[config.mk]
export PLATFORM = sky130hd
export DESIGN_NAME = fetch_unit
export DESIGN_NICKNAME = d
export VERILOG_FILES = /design/src/rtl/fetch_unit.sv
export SDC_FILE = /design/constraint.sdc
export NUM_CORES = 1
export LEC_CHECK = 0
export BUFFER_PORTS_ARGS = -buffer_cell sky130_fd_sc_hd__buf_4
export CORE_MARGIN = 4
export CORE_UTILIZATION = 55
export CTS_CLUSTER_SIZE = 8
export DETAILED_ROUTE_END_ITERATION = 8
export PLACE_DENSITY = 0.75
export SLEW_MARGIN = 10
export SYNTH_ARGS = -nofsm -noshare
export SYNTH_HDL_FRONTEND = slang
export SYNTH_SLANG_ARGS = --single-unit
export TNS_END_PERCENT = 1
[constraint.sdc]
create_clock -name clk -period 7.97 [get_ports clk]
set_input_delay 1.9925 -clock clk [delete_from_list [all_inputs] [get_ports clk]]
set_output_delay 1.9925 -clock clk [all_outputs]
set_load 0.03 [all_outputs]
[src/rtl/fetch_unit.sv]
// Instruction-fetch front end: owns the PC, streams word requests to imem, buffers responses.
// Optional FETCH_ALIGN_CHECK_EN: misaligned redirect targets raise a sticky fetch_err.
module fetch_unit #(
   parameter logic [31:0] RESET_PC = 32'h0000_0000,
   parameter int unsigned DEPTH    = 4
) (
   input  logic        clk,
   input  logic        rst,
   output logic        imem_req_valid,
   input  logic        imem_req_ready,
   output logic [31:0] imem_req_addr,
   input  logic        imem_resp_valid,
   input  logic [31:0] imem_resp_data,
   input  logic        redirect_valid,
   input  logic [31:0] redirect_pc,
   input  logic        stall,
   output logic        ins_valid,
   output logic [31:0] ins,
   output logic [31:0] ins_pc,
   output logic        fetch_err
);

   localparam int unsigned AW = $clog2(DEPTH);
   localparam int unsigned CW = $clog2(DEPTH + 1);
   localparam int unsigned SW = CW + 2;

   logic [31:0]   pc;
   logic [31:0]   target;
   logic [31:0]   tag_mem  [DEPTH];
   logic [31:0]   buf_data [DEPTH];
   logic [31:0]   buf_pc   [DEPTH];
   logic [AW-1:0] tag_wr, tag_rd, buf_wr, buf_rd;
   logic [CW-1:0] buf_cnt, outstanding, discard;
   logic [CW-1:0] discard_redirect;
   logic [SW-1:0] inflight;
   logic          req_fire, resp_live, out_free, buf_pop, buf_push, bypass;

   // Stale responses are counted in the issue budget so unanswered requests never exceed DEPTH.
   always_comb begin
      inflight         = SW'(outstanding) + SW'(discard) + SW'(buf_cnt);
      imem_req_valid   = !rst && !fetch_err && !redirect_valid && (inflight < SW'(DEPTH));
      req_fire         = imem_req_valid && imem_req_ready;
      resp_live        = imem_resp_valid && (discard == '0);
      out_free         = !ins_valid || !stall;
      buf_pop          = out_free && (buf_cnt != '0);
      bypass           = out_free && (buf_cnt == '0) && resp_live;
      buf_push         = resp_live && !bypass;
      discard_redirect = CW'(SW'(discard) + SW'(outstanding) + SW'(req_fire)
                             - SW'(imem_resp_valid));
   end

   assign imem_req_addr = pc;

   always_ff @(posedge clk) begin
      if (rst) begin
         pc          <= RESET_PC;
         tag_wr      <= '0;
         tag_rd      <= '0;
         buf_wr      <= '0;
         buf_rd      <= '0;
         buf_cnt     <= '0;
         outstanding <= '0;
         discard     <= '0;
         ins_valid   <= 1'b0;
         ins         <= '0;
         ins_pc      <= '0;
      end else if (redirect_valid) begin
         pc          <= target;
         tag_wr      <= '0;
         tag_rd      <= '0;
         buf_wr      <= '0;
         buf_rd      <= '0;
         buf_cnt     <= '0;
         outstanding <= '0;
         discard     <= discard_redirect;
         ins_valid   <= 1'b0;
         ins         <= '0;
      end else begin
         if (req_fire) begin
            tag_mem[tag_wr] <= pc;
            tag_wr          <= tag_wr + AW'(1);
            pc              <= pc + 32'd4;
         end
         // Stale responses predate every tag still queued, so they leave the tag FIFO alone.
         if (imem_resp_valid) begin
            if (discard != '0) discard <= discard - CW'(1);
            else               tag_rd  <= tag_rd + AW'(1);
         end
         outstanding <= outstanding + CW'(req_fire) - CW'(resp_live);

         if (buf_push) begin
            buf_data[buf_wr] <= imem_resp_data;
            buf_pc[buf_wr]   <= tag_mem[tag_rd];
            buf_wr           <= buf_wr + AW'(1);
         end
         if (buf_pop) buf_rd <= buf_rd + AW'(1);
         buf_cnt <= buf_cnt + CW'(buf_push) - CW'(buf_pop);

         // Output stage refills from the buffer head, or straight from memory when the buffer is empty.
         if (buf_pop) begin
            ins_valid <= 1'b1;
            ins       <= buf_data[buf_rd];
            ins_pc    <= buf_pc[buf_rd];
         end else if (bypass) begin
            ins_valid <= 1'b1;
            ins       <= imem_resp_data;
            ins_pc    <= tag_mem[tag_rd];
         end else if (out_free) begin
            ins_valid <= 1'b0;
            ins       <= '0;
         end
      end
   end

`ifdef FETCH_ALIGN_CHECK_EN
   logic err_q;

   always_ff @(posedge clk) begin
      if (rst)
         err_q <= 1'b0;
      else if (redirect_valid && (redirect_pc[1:0] != 2'b00))
         err_q <= 1'b1;
   end

   assign fetch_err = err_q;
   assign target    = redirect_pc;
`else
   assign fetch_err = 1'b0;
   assign target    = redirect_pc & 32'hFFFF_FFFC;
`endif

endmodule
==> flow_summary.ini <==
[synthesis]
syn-cell-area_sq_um = 19000
synth_xor_area_share_pct = 0.784
synth_compound_area_share_pct = 5.84
yosys-top-cells-count = edfxtp_1 (368), dfxtp_1 (114), mux4_2 (92)
synthMuxAreaShare_pct = 12.6
synthCells = 1155
synth_top_cell_by_area = edfxtp_1
synth_top_area_share_pct = 58.2
async_flop_share_pct = 0
synth_fa_ha_area_share_pct = 1.87
synth_seq_area_share_pct = 70.2
synth_most_common_cell = edfxtp_1
ys_seq_elements = 482
synth.distinct_cells = 58
synth_top_family_by_area = multiplexers
synthSimpleGateAreaFrac_pct = 6.46
synth_flop_cell = edfxtp_1
synth_area_leaders = edfxtp_1 (58%), dfxtp_1 (12%), mux4_2 (11%)
synth_edf_count = 368
ys_warn_count = 0
synth_area_per_cell_sq_um = 16.4

[clock_tree]
clock_sinks = 482
cts_tree = built
postCtsSetupBuffers = 0
clockBufferDepth = 3
hold_buffers = 0
clk_pin_slew_ns = 0.05
h-tree-depth = 3
cts_root_buffer = clkbuf_16
numCtsBuffers = 70
cts_resized = 0
clkLatencyLatePin_ns = 0.56

[routing]
via_count = 11200
dr.pass1.iters = 5
drc_errors = 0
wl_per_cell_um = 22.9
via_per_inst = 6.11
drt_iter0_markers = 1007
routed_wl_mm = 41.9
ant_nets = 0

[worst_setup_path]
path_class = in2out
path_max_fanout = 67
crit_path_start_kind = primary input
rr_worst_depth = 16
r2r-start = outstanding[0]
worst_ep_required_time_ns = 5.98
rr_endpoint = outstanding[2]
ff2ff_setup_slack_ns = 3.63
cp.arrival_ns = 3.17
crit_path_end_kind = primary output

[sta]
min_period_ns = 5.17
fmax_ghz = 0.194
hold_viol = 0
holdWs_ns = 0.488
worst_pin_slew_ns = 1.08
maxSlewHeadroom_pct = 28.1
rsz0062_at_grt = no
setup_tns_ns = 0
setup_violations = 0
finalClockSkew_ns = 0.0281
period_share_pct = 64.8
slew_violations = 0

[power]
seq_power_share_pct = 39.8
p_leak_uw = 0.00772
power_density_nw_per_um2 = 343
power.net_switching_uw = 2340
finalPower_uw = 7790
clkPwrFrac_pct = 35.5
internal_power_uw = 5440
ir_drop_uv = 231
power.share.combinational_pct = 24.6
sw_frac_of_total_pct = 30.1

[global_route]
use_met1_pct = 31.5
grt_usage_pct = 22.2
overflow = 0
grt_pass1_vias = 11300
grt_use_met2_pct = 35.6
grt_pass1_wl_mm = 65.8
gr-max-usage-layer = met2
grt_max_degree = 68
antenna_found_initial = 0
use_met3_pct = 4.47

[finish]
area_delta_synth_final_pct = 19.5
drive_gt1_share_pct = 26.4
diodes = 0
nets = 1424
nFillCells = 2215

[floorplanning]
dieHeight_um = 194
die_area_sq_um = 37500
rows = 67
initial_utilization_pct = 56.2
ioPinCount = 169
die_w_um = 194
core_area_sq_um = 33800

[placed_design]
io_buffers = 161
place_congestion = 0.852
dpl.hpwl_mm = 23.9

[flow_run]
max_cap_viol_count = 0

[min_path]
whs_path_depth = 2
hp-class = reg2reg
hold_path_startpoint = tag_wr[1]
hold_path_end = tag_wr[1]

[run_status]
status = completed
-- flip-flops by register name, summed over array words and instances, names as in the netlist, named ones only --
signal         cells
buf_cnt            3
buf_data         128
buf_pc           120
buf_rd             2
buf_wr             2
discard            3
imem_req_addr     30
ins               32
ins_pc            30
ins_valid          1
outstanding        3
tag_mem          120
tag_rd             2
tag_wr             2
-- cells in the final DEF, fill, tap and decap left out, types with 34 or more instances in the layout --
cell type | synthesis | layout
a211oi_1 | 34 | 34
buf_4 | 5 | 174
clkbuf_1 | 52 | 50
clkbuf_16 | 0 | 73
dfxtp_1 | 114 | 111
edfxtp_1 | 368 | 368
mux4_2 | 92 | 92
nand2_1 | 42 | 42
nor2_1 | 90 | 89
nor3_1 | 48 | 48
-- cells by family (layout without fill, tap and decap cells) --
family | after synthesis | in the layout
compound gates | 146 | 146
xor+xnor | 17 | 17
fa+ha+maj | 26 | 26
buf+inv | 103 | 328
flops | 482 | 482
mux | 123 | 123
other cells | 1 | 5
simple gates | 257 | 257
-- area by class of cell --
class	instances	area, sq um	share of cell area (%)
sequential	482	13300	58.8
tap	448	561	2.47
timing repair buffer	174	1310	5.76
clock buffer	123	2010	8.88
clock inverter	5	75.1	0.331
inverter	26	97.6	0.430
multi-input combinational	574	5290	23.3
-- how the worst max path moves through the flow --
stage,startpoint,end,slack [ns],cells past startpoint
after floorplan,rst,imem_req_valid,2.39,5
after global placement,rst,outstanding[2],2.68,13
after detailed placement,rst,outstanding[2],2.63,13
after CTS,rst,imem_req_valid,2.78,4
after global routing,outstanding[1],imem_req_valid,2.69,7
final,rst,imem_req_valid,2.80,4
-- worst max-delay path, cell delays in order --
cell    delay [ns]
buf_4         0.34
or2_2         0.41
nor3_1        0.22
buf_4         0.20
-- stage by stage --
stage | instance area, sq um | std cells | worst slack, ns | util [%]
3_5_place_dp | 20600 | 1704 | 2.63 | 60.9
2_1_floorplan | 19000 | 1159 | 2.39 | -
4_1_cts | 22700 | 1832 | 2.78 | 67.1
3_3_place_gp | 20600 | 1704 | 2.68 | 60.9
6_report | 22700 | 1832 | 2.80 | 67.1
5_1_grt | 22700 | 1832 | 2.69 | 67.1
-- power groups by stage --
stage / logic [uW] / registers (uW) / clock network [uW]
finish: 1920 / 3100 / 2770
global route: 2070 / 3130 / 2940
CTS: 1940 / 3100 / 2800
detailed placement: 1910 / 3150 / 0
global placement: 1880 / 3140 / 0
floorplan: 1150 / 3310 / 0
-- layer usage --
metal	routed length, um	share of wire (%)	up-vias
met2	20300	48	552
met1	17400	41	5609
met3	3390	8.1	65
met4	813	1.9	0
met5	0	0	-
li1	-	-	4959
Power figures use the tool's default switching activity.
